`src/rtl/bin2bcd_pkg.sv`:
```
// Shared types and constants for the double-dabble binary-to-BCD converter.
package bin2bcd_pkg;

    typedef enum logic [1:0] {
        IDLE  = 2'd0,
        SHIFT = 2'd1,
        DONE  = 2'd2
    } state_t;

    localparam int BCD_W      = 4;
    localparam int NUM_DIGITS = 4;
    localparam int MAX_N      = 13;
    localparam int SCR_W      = BCD_W * NUM_DIGITS;
    localparam int CNT_W      = $clog2(MAX_N + 1);

endpackage

```
`src/rtl/bcd_add3.sv`:
```
// One double-dabble correction nibble: add 3 when the digit is 5 or more.
module bcd_add3
    import bin2bcd_pkg::*;
(
    input  logic [BCD_W-1:0] nib,
    output logic [BCD_W-1:0] adj
);

    always_comb begin
        adj = nib;
        if (nib >= BCD_W'(5)) begin
            adj = nib + BCD_W'(3);
        end
    end

endmodule

```
`src/rtl/bin2bcd.sv`:
```
// Sequential binary-to-BCD converter; one input bit per SHIFT cycle,
// four registered digits and a one-cycle done pulse on completion.
module bin2bcd
    import bin2bcd_pkg::*;
#(
    parameter int N = 7
) (
    input  logic             clk,
    input  logic             rst,
    input  logic             start,
    input  logic [N-1:0]     bin,
    output logic [BCD_W-1:0] bcd3,
    output logic [BCD_W-1:0] bcd2,
    output logic [BCD_W-1:0] bcd1,
    output logic [BCD_W-1:0] bcd0,
    output logic             done
);

    state_t             state_q;
    state_t             state_d;
    logic [N-1:0]       bin_q;
    logic [SCR_W-1:0]   scr_q;
    logic [SCR_W-1:0]   adj;
    logic [CNT_W-1:0]   cnt_q;
    logic               load;
    logic               shift;
    logic               finish;

    for (genvar i = 0; i < NUM_DIGITS; i++) begin : g_add3
        bcd_add3 u_add3 (
            .nib (scr_q[i*BCD_W +: BCD_W]),
            .adj (adj[i*BCD_W +: BCD_W])
        );
    end

    always_ff @(posedge clk or posedge rst) begin
        if (rst) begin
            state_q <= IDLE;
        end else begin
            state_q <= state_d;
        end
    end

    always_comb begin
        state_d = state_q;
        unique case (state_q)
            IDLE: begin
                if (start) begin
                    state_d = SHIFT;
                end
            end
            SHIFT: begin
                // Last bit goes in on this edge
                if (cnt_q == CNT_W'(1)) begin
                    state_d = DONE;
                end
            end
            DONE:    state_d = IDLE;
            default: state_d = IDLE;
        endcase
    end

    always_comb begin
        load   = 1'b0;
        shift  = 1'b0;
        finish = 1'b0;
        unique case (state_q)
            IDLE:    load   = start;
            SHIFT:   shift  = 1'b1;
            DONE:    finish = 1'b1;
            default: ;
        endcase
    end

    always_ff @(posedge clk or posedge rst) begin
        if (rst) begin
            bin_q <= '0;
            scr_q <= '0;
            cnt_q <= '0;
        end else if (load) begin
            bin_q <= bin;
            scr_q <= '0;
            cnt_q <= CNT_W'(N);
        end else if (shift) begin
            {scr_q, bin_q} <= {adj, bin_q} << 1;
            cnt_q <= cnt_q - CNT_W'(1);
        end
    end

    always_ff @(posedge clk or posedge rst) begin
        if (rst) begin
            done <= 1'b0;
            bcd3 <= '0;
            bcd2 <= '0;
            bcd1 <= '0;
            bcd0 <= '0;
        end else begin
            done <= finish;
            if (finish) begin
                {bcd3, bcd2, bcd1, bcd0} <= scr_q;
            end
        end
    end

endmodule

```
`config.mk`:
```
export PLATFORM = sky130hd
export DESIGN_NAME = bin2bcd
export DESIGN_NICKNAME = d
export VERILOG_FILES = /design/src/rtl/bin2bcd_pkg.sv /design/src/rtl/bcd_add3.sv /design/src/rtl/bin2bcd.sv
export SDC_FILE = /design/constraint.sdc
export NUM_CORES = 1
export LEC_CHECK = 0
export CAP_MARGIN = 20
export CORE_UTILIZATION = 54
export CTS_CLUSTER_DIAMETER = 100
export DETAILED_ROUTE_END_ITERATION = 16
export PLACE_DENSITY = 0.9
export SYNTH_ARGS = -nofsm -noshare
export SYNTH_HDL_FRONTEND = slang
export SYNTH_SLANG_ARGS = --single-unit
```
`constraint.sdc`:
```
create_clock -name clk -period 1.9 [get_ports clk]
set_input_delay 0.57 -clock clk [delete_from_list [all_inputs] [get_ports clk]]
set_output_delay 0.57 -clock clk [all_outputs]
set_load 0.05 [all_outputs]
```
==> results of run 1 <==
per-stage QoR:
stage / power [mW] / cell area [µm²] / util (%) / hold slack (ns)
finish: 4.25 / 2530 / 67.6 / 0.479
global route: 4.54 / 2530 / 67.6 / 0.506
CTS: 4.27 / 2530 / 67.6 / 0.490
detailed placement: 3.68 / 2450 / 65.4 / 0.472
global placement: 3.58 / 2450 / 65.4 / 0.462
floorplan: 3.16 / 2150 / - / 0.448
sequential cells by signal, summed over array words and instances, names as in the netlist, 2 cells and up:
register and cells:
scr_q 16, bcd0 4, bcd3 4, bcd1 4
state_q 2, bin_q 7, cnt_q 4, bcd2 4
synth_stat cells, drive strengths merged:
cell | instances | area [µm²]
and3b | 4 | 35.0
a31oi | 1 | 6.26
buf | 9 | 72.6
a21o | 1 | 7.51
o32ai | 1 | 8.76
nand3b | 1 | 7.51
a22o | 5 | 43.8
o22ai | 6 | 37.5
nor3 | 1 | 5.00
ha | 10 | 125
mux2 | 8 | 90.1
inv | 12 | 45.0
xor2 | 1 | 8.76
a22oi | 3 | 22.5
nor3b | 2 | 15.0
a21oi | 11 | 55.1
or2 | 1 | 6.26
xnor2 | 4 | 35.0
nor2 | 5 | 21.3
dfrtp | 46 | 1150
and3 | 1 | 6.26
nand2b | 6 | 37.5
clkbuf | 2 | 7.51
o31ai | 4 | 30.0
mux2i | 4 | 40.0
or3 | 1 | 6.26
nand2 | 16 | 60.1
nor2b | 2 | 12.5
o21ai | 20 | 100
a32o | 5 | 50.1
final timing paths:
path                               start         to  slack, ns
worst max-delay path            scr_q[8]  scr_q[10]       0.29
worst min-delay path             bcd0[0]    bcd0[0]       0.48
worst max register to register  scr_q[8]  scr_q[10]       0.29
worst min register to register   bcd0[0]    bcd0[0]       0.48
max in group asynchronous            rst   cnt_q[0]       1.07
min in group asynchronous            rst    bcd0[3]       0.63
cell type report:
type,count,area [µm²]
multi-input cells,124,873
repair buffers,36,318
inverters,12,45.0
fillers,292,1210
well taps,48,60.1
flip-flops and latches,46,1150
clock buffers,6,82.6
per-layer routing:
layer / part of all wire [%] / vias up
li1: - / 741
met1: 47 / 751
met2: 47 / 33
met3: 3.7 / 8
met4: 2.0 / 0
met5: 0 / -
where the power goes:
group | switching (mW) | internal (mW)
Sequential | 0.293 | 1.34
Clock | 0.298 | 0.281
Combinational | 1.15 | 0.888
kinds of logic (layout without fill, tap and decap cells):
logic type	Yosys count	in the layout	synth area share (%)
AO/OA/AOI/OAI	57	57	16.8
XOR/XNOR	5	5	2.04
adder cells (fa/ha/maj)	10	10	5.82
buffers and inverters	23	54	5.82
flip-flops	46	46	53.6
multiplexers	12	12	6.05
AND/OR/NAND/NOR	40	40	9.90
worst max-delay path: cells and delay by family, from the launching register on:
family | cells | cell delay, ns
AO/OA/AOI/OAI | 2 | 0.43
flip-flops | 1 | 0.40
multiplexers | 1 | 0.26
adder cells (fa/ha/maj) | 1 | 0.22
buffers and inverters | 1 | 0.14
AND/OR/NAND/NOR | 1 | 0.09
==> impl_results.md, run 1 <==
- Max_slew headroom: about two thirds
- Routed vias: around 1500
- Min-Delay Path Depth: 2
- Max-Cap Viols: 0
- Vias in the first global route: about 1400
- Most frequent cells in the layout: dfrtp_1 (46), buf_4 (25), o21ai_0 (20)
- RSZ-0062 raised after global routing: false
- Placed Instances: between 200 and 300
- Total CTS buffers: 5
- Clock Skews: ~0.0031 ns
- Pre-CTS setup slack: slightly above 0.04 ns
- # resized after CTS: 0
- Die area: between 4000 and 5000 µm²
- Total track usage: 20.0%
- Io pins: 27
- Placer Congestion: roughly 0.8
- Final setup fails: 0
- H-Tree Depth: 2
- Crit Path Max Fanout: 4
- Clock Sink Count: between 40 and 50
- Layout cells sized above 1: a little under a fifth
- Synthesis Warnings: 0
- HP Class: register to register
- Clk buf depth: 2
- Cell variety after synth: 33
- Crit end category: register
- Initial antenna violation count: 0
- Area Overhead vs Synth: 17.7%
- R2R cell count: 6
- Register area share after synthesis: a little over half
- Initial DRC Count: 78
- Reg clk slew, reported paths: 0.08 ns
- Synth Cell Area: 2150 µm²
- Die X-Extent: between 60 and 70 µm
- CP max stage delay: 0.40 ns
- CP Data Arrival Time: roughly 1.8 ns
- Critical path required time: 2.14 ns
- CTS root buf: clkbuf_8
- Final setup margin: between 0.2 and 0.3 ns
- Avg WL per Cell: between 10 and 15 µm
- DRT Pass-1 Iters: 4
- Die H: roughly 65 µm
- Layout Cells excl Fill: approximately 270
- Mapped Cells: 193
- Number of vias per cell: 5.64
- Core area: between 3000 and 4000 µm²
- Most common cell after layout, fill and taps aside: dfrtp_1
- Post-CTS Setup Bufs: 0
- Post-route ant nets: 0
- Largest net degree at the start of global routing: 47
- GRT met1 Usage: 25.4%
- N_diodes: 0
- #FFs+latches synth: 46
- Post-CTS Hold Buffers: 0
- Grt met2 use: 32.0%
- Rows: 22
- PwrDens: between 1500 and 2000 nW/µm²
- Total grt overflow: 0
- Maximum clock frequency: approximately 620 MHz
- Nets: 245
- Post-DP HPWL: approximately 2600 µm
- Worst-Skew Late Latency: between 0.2 and 0.3 ns
- TritonCTS clock tree: built
- Status: complete, no violations
- Global-route wire length before repair: approximately 6300 µm
- Final setup TNS: 0 ns
- Initial Util: a little under three fifths
- Final Max Slew Viols: 0
- Port Buffers: 26
- Residual DRC: 0
- Worst path slowest cell: dfrtp_1
- Crit path time final: roughly 1.6 ns
- Slew @ Worst Pin: approximately 0.47 ns
- Hold Vio Cnt, Final: 0
- Crit path kind: register to register
- Mean post-synth cell area: between 10 and 15 µm²
- Peak supply drop: between 800 and 900 µV
- Crit path cell chain: inv_1, ha_1, nand2b_1, a21oi_1, mux2i_1, a22o_1
- Grt met3 use: approximately 5.4%
- Critical path launch point type: register
- Post-Syn Nets: about 210
- Crit share post-route: 84.5%
- Routed WL: 3740 µm
- Pleak: ~1.2 nW
- Busiest grt layer: met2
(Power assumes the default switching activity.)
==> run 2: changes to the inputs <==
Settings changed: CORE_UTILIZATION 54 to 49, PLACE_DENSITY 0.9 to 0.87.
Clock period 1.9 ns to 1.47 ns, I/O delays scaled along.
==> impl_results.md, run 2 (synthesis gave the netlist of run 1 again) <==
- Status: complete, no violations
- Clock Skews: ~0.013 ns
- Initial Util: a little over half
- Crit path cell chain: inv_2, ha_4, nand2b_4, a21oi_2, buf_4, mux2i_2, a22o_1
- N_diodes: 0
- Clock Sink Count: 46
- Crit share post-route: between 90% and 100%
- Placed Instances: 283
- Pleak: 1.40 nW
- Post-DP HPWL: 3150 µm
- Clk buf depth: 2
- Maximum clock frequency: 701 MHz
- Port Buffers: 26
- CP Data Arrival Time: around 1.6 ns
- Max_slew headroom: around four fifths
- Core area: just over 4000 µm²
- Worst-Skew Late Latency: roughly 0.3 ns
- Critical path required time: ~1.7 ns
- Final Max Slew Viols: 0
- Critical path launch point type: register
- Crit-path leading delay family: flip-flops
- Crit end category: register
- PwrDens: approximately 2200 nW/µm²
- Crit path kind: register to register
- Slew @ Worst Pin: approximately 0.3 ns
- HP Class: input pin to async pin
- Hold Vio Cnt, Final: 0
- Die X-Extent: 68.2 µm
- Die H: 68.2 µm
- Most common cell after layout, fill and taps aside: dfrtp_1
- Leading registers by flop count: scr_q x16, bin_q x7
- Largest register FFs: 16
- H-Tree Depth: 2
- Area Overhead vs Synth: 40.4%
- Final setup margin: approximately 0.043 ns
- Peak supply drop: between 900 and 1000 µV
- Pre-CTS setup slack: -0.254 ns
- Critical path buffers and inverters: 2
- Total track usage: about 22%
- Routed vias: between 1500 and 2000
- Avg WL per Cell: around 16 µm
- Reg clk slew, reported paths: approximately 0.09 ns
- Largest net degree at the start of global routing: 27
- Nets: 267
- Total CTS buffers: 5
- Fill cells: 260
- CTS root buf: clkbuf_8
- DRT Pass-1 Iters: 4
- Post-CTS Hold Buffers: 0
- Rows: 23
- Crit path time final: 1.43 ns
- Initial DRC Count: 80
- Max-Cap Viols: 0
- Die area: roughly 4700 µm²
- Final setup fails: 0
- Routed WL: ~4600 µm
- Layout Cells excl Fill: around 300
- Total grt overflow: 0
- Tot Pwr: between 6 and 7 mW
- CP max stage delay: about 0.40 ns
- Global-route wire length before repair: 7330 µm
- Io pins: 27
- Worst path slowest cell: dfrtp_1
- Crit Path Max Fanout: 4
- Most frequent cells in the layout: dfrtp_1 (45), buf_4 (30), o21ai_0 (20)
- Post-route ant nets: 0
- TritonCTS clock tree: built
- Number of vias per cell: ~5.5
- Residual DRC: 0
- Largest Register: scr_q
- Vias in the first global route: about 1600
- Initial antenna violation count: 0
- Final Hold Slack: around 0.44 ns
- Layout cells sized above 1: 34.8%
- Placer Congestion: approximately 0.78
- RSZ-0062 raised after global routing: true
## run 2: cell types whose count changed in the layout (fill, tap and decap cells not counted), sizes merged
| cell | before | now |
|---|---|---|
| buf | 27 | 49 |
| clkbuf | 6 | 5 |
| clkinv | 1 | 2 |
| clkinvlp | 0 | 1 |
## run 2: worst paths after layout
check	start	endpoint	slack (ns)	cells after the start
worst max-delay path	scr_q[5]	scr_q[6]	0.04	7
worst min-delay path	rst	bcd0[1]	0.44	2
worst max register to register	scr_q[5]	scr_q[6]	0.04	7
worst min register to register	bin_q[6]	scr_q[0]	0.48	2
max in group asynchronous	rst	cnt_q[1]	0.61	3
min in group clk	bin_q[6]	scr_q[0]	0.48	2
## run 2: where the power goes
group	total (mW)	internal, mW	switching [mW]
registers	2.20	1.73	0.473
clock network	0.725	0.320	0.406
logic	3.75	1.94	1.81
## run 2: area by class of cell
type                            count  area [µm²]  share of cell area, %
Sequential cell                    46        1150                   38.2
Timing Repair Buffer               58         696                   23.1
Tap cell                           50        62.6                   2.07
Clock inverter                      2        10.0                  0.332
Clock buffer                        5        68.8                   2.28
Multi-Input combinational cell    124         980                   32.5
Inverter                           12        48.8                   1.62
## run 2: repair_timing
| action | CTS | global route |
|---|---|---|
| gates resized for setup | 7 | 18 |
| buffers inserted | 0 | 7 |
| endpoints found under the setup margin | 5 | 7 |
| endpoints found under the hold margin | 0 | 0 |
| gates cloned | 0 | 0 |
| pin swaps | 1 | 8 |
## run 2: through the flow
stage | TNS [ns] | cell area (µm²) | utilization [%]
after floorplan | 0 | 2150 | -
after global placement | -3.45 | 2780 | 67.5
after detailed placement | -4.39 | 2780 | 67.5
after CTS | -0.0290 | 2870 | 69.8
after global routing | -0.0770 | 3020 | 73.3
final | 0 | 3020 | 73.3
## run 2: metal layers
| layer | share of wire (%) | GRT usage, % | routed length (µm) |
|---|---|---|---|
| met1 | 44 | 28.4 | 2010 |
| met2 | 52 | 34.1 | 2380 |
| met3 | 3.2 | 5.67 | 146 |
| met4 | 1.5 | 10.4 | 68 |
| met5 | 0 | 0 | 0 |
==> run 3: changes to the inputs <==
Settings changed: CORE_MARGIN set to 3.
==> impl_results.md, run 3 (synthesis gave the netlist of run 1 again) <==
- Util after Layout: 73.2%
- Max-Cap Viols: 0
- Total CTS buffers: 5
- Sw Ratio: approximately 39%
- Peak supply drop: just under 1000 µV
- DRT Pass-1 Iters: 4
- R2R cell count: 7
- Crit end category: register
- Part of the power in combinational logic: ~51%
- Placed cell area: ~2800 µm²
- Residual DRC: 0
- Port Buffers: 26
- Routed vias: around 1700
- Largest Register: scr_q
- Critical path launch point type: register
- Post-CTS Hold Buffers: 0
- Seq pwr share: around a third
- Avg WL per Cell: around 17 µm
- Total grt overflow: 0
- HP Class: register to register
- Clock Power Share: between 15 and 20%
- Worst path slowest cell: dfrtp_1
- Register area: around 1200 µm²
- Min-Delay Path Depth: 2
- Leading registers by flop count: scr_q x16, bin_q x7
- CP Data Arrival Time: between 1.5 and 2 ns
- Crit path cell chain: inv_2, ha_2, nand2b_1, a21oi_2, buf_4, mux2i_2, a22o_1
- Placer Congestion: a little over 0.8
- Clk buf depth: 2
- Crit path kind: register to register
- Vias in the first global route: about 1700
- TritonCTS clock tree: built
- Final setup fails: 1
- Routed WL: 4950 µm
- Reg-to-reg endpoint: scr_q[6]
- Crit Path Max Fanout: 5
- Fill cells: between 200 and 300
- Most frequent cells in the layout: dfrtp_1 (45), buf_4 (22), o21ai_0 (20)
- Die X-Extent: around 72 µm
- Global-route wire length before repair: just under 8000 µm
- Nets: ~260
- Slew @ Worst Pin: 0.314 ns
- Critical path required time: approximately 1.7 ns
- Reg clk slew, reported paths: around 0.09 ns
- Post-DP HPWL: between 3000 and 4000 µm
- H-Tree Depth: 2
- Total track usage: 19.8%
- Die area: about 5200 µm²
- Final Hold Slack: 0.491 ns
- Most common cell after layout, fill and taps aside: dfrtp_1
- RSZ-0062 raised after global routing: true
- Reg-to-Reg Start: scr_q[5]
- Reg2reg setup slack: -0.003 ns
- Layout cells sized above 1: about 32%
- Rows: 23
- Status: finished with violations
- Int Power: between 4 and 5 mW
- Hold path startpoint: bin_q[3]
- Maximum clock frequency: around 680 MHz
- Initial Util: 52.2%
- N_diodes: 0
- Failing checks: negative setup slack
- Clock Skews: between 0.007 and 0.008 ns
- Final setup margin: -0.00325 ns
- Crit path time final: about 1.5 ns
- Area Overhead vs Synth: 40.1%
- Hold Vio Cnt, Final: 0
- Multi-input logic area: between 900 and 1000 µm²
- Post-route ant nets: 0
- PwrDens: about 2300 nW/µm²
- CP max stage delay: 0.40 ns
- Worst-Skew Late Latency: about 0.30 ns
- Pleak: approximately 1.4 nW
- Largest register FFs: 16
- Net Sw Power: 2.68 mW
- Die H: between 70 and 80 µm
- Io pins: 27
- Max_slew headroom: between 70% and 80%
- Initial DRC Count: ~100
- Number of vias per cell: ~5.7
- Initial antenna violation count: 0
- Core area: roughly 4100 µm²
- Crit share post-route: 100%
- Final Max Slew Viols: 0
- WHS Endpoint: bin_q[3]
- Design area: about 3000 µm²
- CTS root buf: clkbuf_8
- Largest net degree at the start of global routing: 35
- Clock Sink Count: 46
==> run 3: cell types whose count changed in the layout (fill, tap and decap cells not counted), sizes merged <==
cell and delta:
bufinv +2, clkdlybuf4s50 -1, buf -6, clkbuf +1, dlymetal6s2s +1, clkinv -2
==> run 3: per-layer routing <==
layer,GRT usage (%),share of wire (%),vias up
li1,-,-,773
met1,24.8,41,840
met2,32.6,52,51
met3,5.12,5.4,12
met4,8.14,2.2,0
met5,0,0,-
==> run 3: worst max path at each step <==
| stage | start | end | slack (ns) | cells past startpoint |
|---|---|---|---|---|
| finish | scr_q[5] | scr_q[6] | -0.003 | 7 |
| CTS | start | scr_q[3] | 0.02 | 7 |
| floorplan | scr_q[4] | scr_q[6] | 0.09 | 6 |
| detailed placement | start | scr_q[15] | -0.29 | 7 |
| global placement | start | scr_q[7] | -0.25 | 7 |
| global route | scr_q[5] | scr_q[6] | -0.06 | 7 |
==> run 3: stage by stage <==
step           setup TNS, ns  setup slack [ns]  cells  power [mW]
2_1_floorplan              0            0.0882    193        4.08
3_3_place_gp           -4.95            -0.246    281        5.14
3_5_place_dp           -5.53            -0.288    281        5.32
4_1_cts                    0            0.0222    289        6.56
5_1_grt               -0.138           -0.0609    292        7.30
6_report            -0.00325          -0.00325    292        6.89
==> run 3: power groups by stage <==
stage | Clock [mW] | Sequential (mW) | Combinational (mW)
3_5_place_dp | 0 | 2.17 | 3.15
5_1_grt | 1.23 | 2.27 | 3.80
3_3_place_gp | 0 | 2.14 | 3.00
6_report | 1.15 | 2.21 | 3.54
2_1_floorplan | 0 | 2.39 | 1.70
4_1_cts | 1.17 | 2.17 | 3.23
==> run 3: critical path: cells and delay by family, from the launching register on <==
kind                     cells  cell delay, ns
AO/OA/AOI/OAI                2            0.26
adder cells (fa/ha/maj)      1            0.17
buffers and inverters        2            0.28
flip-flops                   1            0.40
multiplexers                 1            0.14
AND/OR/NAND/NOR              1            0.12
==> run 3: cell type report <==
| cell class | instances | area share [%] |
|---|---|---|
| clock buffers | 6 | 2.74 |
| clock inverters | 2 | 1.99 |
| inverters | 12 | 1.62 |
| multi-input cells | 124 | 31.4 |
| flip-flops and latches | 46 | 38.3 |
| well taps | 50 | 2.08 |
| repair buffers | 52 | 21.9 |
==> run 3: what timing repair did <==
action | CTS | global route
buffers inserted | 0 | 3
resized for setup | 8 | 16
cloned | 0 | 0
pin swaps | 0 | 6
endpoints found under the setup margin | 7 | 11
